--- config.mk ---
export PLATFORM = sky130hd
export DESIGN_NAME = router_out_scheduler
export DESIGN_NICKNAME = d
export VERILOG_FILES = /design/src/rtl/router_pkg.sv /design/src/rtl/rr_arbiter_3.sv /design/src/rtl/router_out_scheduler.sv
export SDC_FILE = /design/constraint.sdc
export NUM_CORES = 1
export LEC_CHECK = 0
export ABC_AREA = 1
export BUFFER_PORTS_ARGS = -buffer_cell sky130_fd_sc_hd__buf_2
export CORE_ASPECT_RATIO = 0.8
export CORE_MARGIN = 2
export CORE_UTILIZATION = 45
export DETAILED_ROUTE_END_ITERATION = 16
export PLACE_DENSITY_LB_ADDON = 0.12
export SETUP_SLACK_MARGIN = 0.3
export SLEW_MARGIN = 20
export SYNTH_ARGS = -nofsm -noshare
export SYNTH_HDL_FRONTEND = slang
export SYNTH_SLANG_ARGS = --single-unit
--- constraint.sdc ---
create_clock -name clk -period 4.5 [get_ports clk]
set_clock_uncertainty 0.05 [all_clocks]
set_input_delay 0.45 -clock clk [delete_from_list [all_inputs] [get_ports clk]]
set_output_delay 0.45 -clock clk [all_outputs]
set_load 0.05 [all_outputs]
--- src/rtl/router_pkg.sv ---
// Shared encodings and helpers for the router output scheduler.
package router_pkg;

  typedef enum logic [1:0] {
    StIdle    = 2'b00,
    StHeader  = 2'b01,
    StPayload = 2'b10,
    StParity  = 2'b11
  } state_e;

  // Header byte layout: {len, addr[1:0]}
  localparam int unsigned ADDR_LSB = 0;
  localparam int unsigned LEN_LSB  = ADDR_LSB + 2;

  localparam logic [1:0] GRANT_NONE = 2'd3;

  function automatic logic [1:0] mod3_inc(input logic [1:0] p);
    return (p == 2'd2) ? 2'd0 : p + 2'd1;
  endfunction

endpackage

--- src/rtl/rr_arbiter_3.sv ---
// Three-way round-robin pick: first requester after last, wrapping back to last itself.
module rr_arbiter_3
  import router_pkg::*;
(
  input  logic [2:0] req_i,
  input  logic [1:0] last_i,
  output logic [1:0] next_grant_o,
  output logic       any_req_o
);

  logic [1:0] cand1;
  logic [1:0] cand2;

  // Lowest priority assigned first so later, higher-priority hits override it.
  always_comb begin
    cand1        = mod3_inc(last_i);
    cand2        = mod3_inc(cand1);
    any_req_o    = |req_i;
    next_grant_o = last_i;
    if (req_i[cand2]) next_grant_o = cand2;
    if (req_i[cand1]) next_grant_o = cand1;
  end

endmodule

--- src/rtl/router_out_scheduler.sv ---
// Packet-granular round-robin scheduler draining three FWFT output FIFOs onto one link,
// with a per-packet stall watchdog that aborts and soft-resets a stuck FIFO.
module router_out_scheduler
  import router_pkg::*;
#(
  parameter int unsigned DATA_W  = 8,
  parameter int unsigned LEN_W   = 6,
  parameter int unsigned TIMEOUT = 30
) (
  input  logic              clk,
  input  logic              reset,
  input  logic [2:0]        fifo_empty_i,
  input  logic [DATA_W-1:0] fifo_dout_0_i,
  input  logic [DATA_W-1:0] fifo_dout_1_i,
  input  logic [DATA_W-1:0] fifo_dout_2_i,
  input  logic              link_ready_i,
  output logic [2:0]        fifo_rd_en_o,
  output logic [DATA_W-1:0] link_data_o,
  output logic              link_valid_o,
  output logic              link_sop_o,
  output logic              link_eop_o,
  output logic [1:0]        grant_o,
  output logic              soft_reset_0_o,
  output logic              soft_reset_1_o,
  output logic              soft_reset_2_o
);

  localparam int unsigned WdogW = (TIMEOUT > 2) ? $clog2(TIMEOUT) : 1;
  localparam logic [WdogW-1:0] WdogMax = WdogW'(TIMEOUT - 1);

  state_e           state_q;
  logic [1:0]       grant_q;
  logic [1:0]       last_q;
  logic [LEN_W-1:0] cnt_q;
  logic [WdogW-1:0] wdog_q;
  logic [2:0]       soft_reset_q;

  logic [2:0]       grant_oh;
  logic             head_empty;
  logic             hs;
  logic             abort;
  logic             any_req;
  logic [1:0]       next_grant;
  logic [LEN_W-1:0] hdr_len;

  rr_arbiter_3 u_arb (
    .req_i        (~fifo_empty_i),
    .last_i       (last_q),
    .next_grant_o (next_grant),
    .any_req_o    (any_req)
  );

  always_comb begin
    link_data_o = '0;
    head_empty  = 1'b1;
    grant_oh    = 3'b000;
    case (grant_q)
      2'd0: begin
        link_data_o = fifo_dout_0_i;
        head_empty  = fifo_empty_i[0];
        grant_oh    = 3'b001;
      end
      2'd1: begin
        link_data_o = fifo_dout_1_i;
        head_empty  = fifo_empty_i[1];
        grant_oh    = 3'b010;
      end
      2'd2: begin
        link_data_o = fifo_dout_2_i;
        head_empty  = fifo_empty_i[2];
        grant_oh    = 3'b100;
      end
      default: ;
    endcase
  end

  assign link_valid_o = (state_q != StIdle) && !head_empty;
  assign hs           = link_valid_o && link_ready_i;
  assign link_sop_o   = link_valid_o && (state_q == StHeader);
  assign link_eop_o   = link_valid_o && (state_q == StParity);
  assign fifo_rd_en_o = hs ? grant_oh : 3'b000;
  assign hdr_len      = link_data_o[LEN_LSB +: LEN_W];
  // A handshake in the timeout cycle takes precedence over the abort.
  assign abort        = (state_q != StIdle) && !hs && (wdog_q == WdogMax);

  assign grant_o        = grant_q;
  assign soft_reset_0_o = soft_reset_q[0];
  assign soft_reset_1_o = soft_reset_q[1];
  assign soft_reset_2_o = soft_reset_q[2];

  always_ff @(posedge clk) begin
    if (!reset) begin
      state_q      <= StIdle;
      grant_q      <= GRANT_NONE;
      last_q       <= 2'd2;
      cnt_q        <= '0;
      wdog_q       <= '0;
      soft_reset_q <= 3'b000;
    end else begin
      soft_reset_q <= 3'b000;
      if (state_q != StIdle) wdog_q <= hs ? '0 : wdog_q + 1'b1;
      case (state_q)
        StIdle: begin
          if (any_req) begin
            grant_q <= next_grant;
            last_q  <= next_grant;
            wdog_q  <= '0;
            state_q <= StHeader;
          end
        end
        StHeader: begin
          if (hs) begin
            cnt_q   <= hdr_len;
            state_q <= (hdr_len == '0) ? StParity : StPayload;
          end
        end
        StPayload: begin
          if (hs) begin
            cnt_q <= cnt_q - 1'b1;
            if (cnt_q == LEN_W'(1)) state_q <= StParity;
          end
        end
        StParity: begin
          if (hs) begin
            state_q <= StIdle;
            grant_q <= GRANT_NONE;
          end
        end
        default: state_q <= StIdle;
      endcase
      // last_q keeps the aborted port so it goes to the back of the rotation.
      if (abort) begin
        state_q      <= StIdle;
        grant_q      <= GRANT_NONE;
        wdog_q       <= '0;
        soft_reset_q <= grant_oh;
      end
    end
  end

endmodule

==> metrics.csv <==
metric,value,unit
run_status,completed,
finalSetupViolCount,0,
async_flop_share,0,
routed_wl,3650,um
placer_congestion_estimate,0.882,
worst_ep_arrival_time,1.90,ns
number_of_enable_flip_flop_cells_after_synthesis,0,
mean_instance_size_in_the_synthesized_netlist,6.40,um2
overall_die_height,56.3,um
portion_of_the_post_synthesis_area_used_by_sequential_elements,0.261,
worst_path_most_repeated_cell,sky130_fd_sc_hd__inv_1,
slowest_stage,sky130_fd_sc_hd__dfxtp_1,
rows,18,
initial_utilization,0.484,
num_vias,1573,
area_delta_synth_final,20.7,%
tritoncts,built,
p_total,0.00115,W
clk_pin_slew_worst_paths,0.08,ns
netlist_top_cells_area,"sky130_fd_sc_hd__dfxtp_1, sky130_fd_sc_hd__nand2_1, sky130_fd_sc_hd__nand3_1, sky130_fd_sc_hd__inv_1, sky130_fd_sc_hd__nor2_1",
design.final.nets,328,
cp-end-kind,output pin,
h-tree-depth,1,
synth_warnings,0,
ioPinCount,49,
antenna-diode-count,0,
post_synth_inst_count,240,
synth_top_cell_area_share,0.261,
crit_buf_inv,3,
dp_slack,2.38,ns
first_global_vias,1320,
initialDrtViolationCount,75,
post_cts.resized_instances,0,
mappedNetlistArea,1540,um2
synth_cell_types,30,
dr.pass1.iters,4,
detail_route.wl_per_cell,11.1,um
irDropWorstVdd,0.313,mV
tritoncts.num_buffers,3,
fraction_of_layout_cells_with_a_size_suffix_above_1,0.256,
detailed_place.area,1800,um2
vias_per_cell,4.78,
timing.critical_path.cells,"inv_1, ha_1, inv_1, nand2_2, a21oi_4, nand3_4, nor2_1, buf_2",
timing.slew.headroom,0.664,
postLayoutCellArea,1850,um2
total_congestion_overflow_after_global_routing,0,
largest_net_degree_at_the_start_of_global_routing,14,
grt_antenna_before_repair,0,
synthesis.nets,278,
fin_tns_setup,0,ns
postCtsHoldBufs,0,
port-buffer-count,48,
final.min_clock_period,2.40,ns
timing.setup.critical_path_class,register to output pin,
place_hpwl,2960,um
cts_post_setup_buffers_inserted,0,
p_leak,0.982,nW
dominant_register_cell_in_the_synthesized_netlist,sky130_fd_sc_hd__dfxtp_1,
final_max_slew_viol_count,0,
cp.required,4.00,ns
leading_cell_types_in_the_layout_fill_and_taps_excluded,"sky130_fd_sc_hd__nand2_1, sky130_fd_sc_hd__buf_2, sky130_fd_sc_hd__inv_1",
cap_violations,0,
cp_slowest_stage_delay,0.40,ns
setup_slack,2.10,ns
worst_slew_pin_slew,0.503,ns
cts_sinks,20,
path_max_fanout,7,
postSynthRegisterBits,20,
global_route.usage.total,0.189,
drcViolationCount,0,
clk_path_buf_depth,2,
post-synth-top-area-cell,sky130_fd_sc_hd__dfxtp_1,
cts-root-buf,sky130_fd_sc_hd__clkbuf_8,
wire_length_of_the_first_global_routing_pass,6070,um
grt_setup_unrepaired,false,
floorplan.core_area,3180,um2
timing.hold.worst.class,register to register,
hold_viol_final,0,
period_share,0.532,
clk_latency,0.26,ns
max_freq,417,MHz
timing.critical_path.max_delay_family,buffers and inverters,
power_density,620,nW/um2
critical_path_start_type,register,
postRouteAntennaNets,0,
die_span_in_x,69.3,um
fp.dieArea,3900,um2
-- report_power, final --
part / internal [W] / switching [W] / leakage (nW) / total, W
combinational: 0.000206 / 0.000534 / 0.791 / 0.000740
clock: 0.0000779 / 0.0000607 / 0.0288 / 0.000139
sequential: 0.000209 / 0.0000622 / 0.163 / 0.000271
-- cells in the mapped netlist (2+ instances only) --
master                     number
sky130_fd_sc_hd__buf_6          2
sky130_fd_sc_hd__o211ai_1       2
sky130_fd_sc_hd__nor3_1         2
sky130_fd_sc_hd__nor2_2         2
sky130_fd_sc_hd__xor2_1         2
sky130_fd_sc_hd__o21ai_0       10
sky130_fd_sc_hd__nand2_1       48
sky130_fd_sc_hd__o21ai_1        4
sky130_fd_sc_hd__xnor2_1        3
sky130_fd_sc_hd__inv_2          4
sky130_fd_sc_hd__nand2_4        2
sky130_fd_sc_hd__dfxtp_1       20
sky130_fd_sc_hd__nor2_1        29
sky130_fd_sc_hd__a21oi_1       19
sky130_fd_sc_hd__nand3_4        2
sky130_fd_sc_hd__nand3_1       28
sky130_fd_sc_hd__nand2_2        7
sky130_fd_sc_hd__inv_1         35
sky130_fd_sc_hd__ha_1           8
-- registers in the layout, indices dropped and copies added (netlist names) --
signal / cells
soft_reset_q: 3
grant_o: 2
cnt_q: 6
last_q: 2
state_q: 2
wdog_q: 5
-- layer usage --
layer  vias to the layer above  track usage  part of all wire
li1                        863            -                 -
met1                       670        0.271              0.52
met2                        38        0.290              0.42
met3                         2       0.0575             0.060
met4                         0       0.0196            0.0036
met5                         -            0                 0
-- worst paths after layout --
check	start	end	slack, ns	depth (start not counted)
max	state_q[0]	fifo_rd_en_o[1]	2.10	8
min	wdog_q[4]	wdog_q[4]	0.42	2
max reg2reg	state_q[0]	grant_o[1]	2.58	12
min reg2reg	wdog_q[4]	wdog_q[4]	0.42	2
-- worst min-delay path: cells and delay by family, from the launching register on --
kind	cells	cell delay (ns)
flip-flops	1	0.32
AO/OA/AOI/OAI	1	0.06
AND/OR/NAND/NOR	1	0.06
-- final cells by class --
cell class	count	area, um2
flip-flops and latches	20	400
well taps	40	50.0
clock buffers	4	55.1
fillers	304	1320
multi-input cells	177	956
repair buffers	48	240
inverters	40	153
-- per-stage QoR --
stage / utilization / hold WS [ns] / cells
finish: 0.584 / 0.425 / 329
global route: 0.584 / 0.434 / 329
CTS: 0.584 / 0.424 / 329
detailed placement: 0.567 / 0.407 / 325
global placement: 0.567 / 0.406 / 325
floorplan: - / 0.392 / 240
-- cells by family (layout without fill, tap and decap cells) --
logic type	Yosys count	count (layout)	synth area share
xor+xnor	5	5	0.0285
fa+ha+maj	8	8	0.0651
simple gates	123	123	0.375
compound gates	41	41	0.153
flops	20	20	0.261
buf+inv	43	92	0.117
No activity file was read; power rests on OpenSTA's default activity.
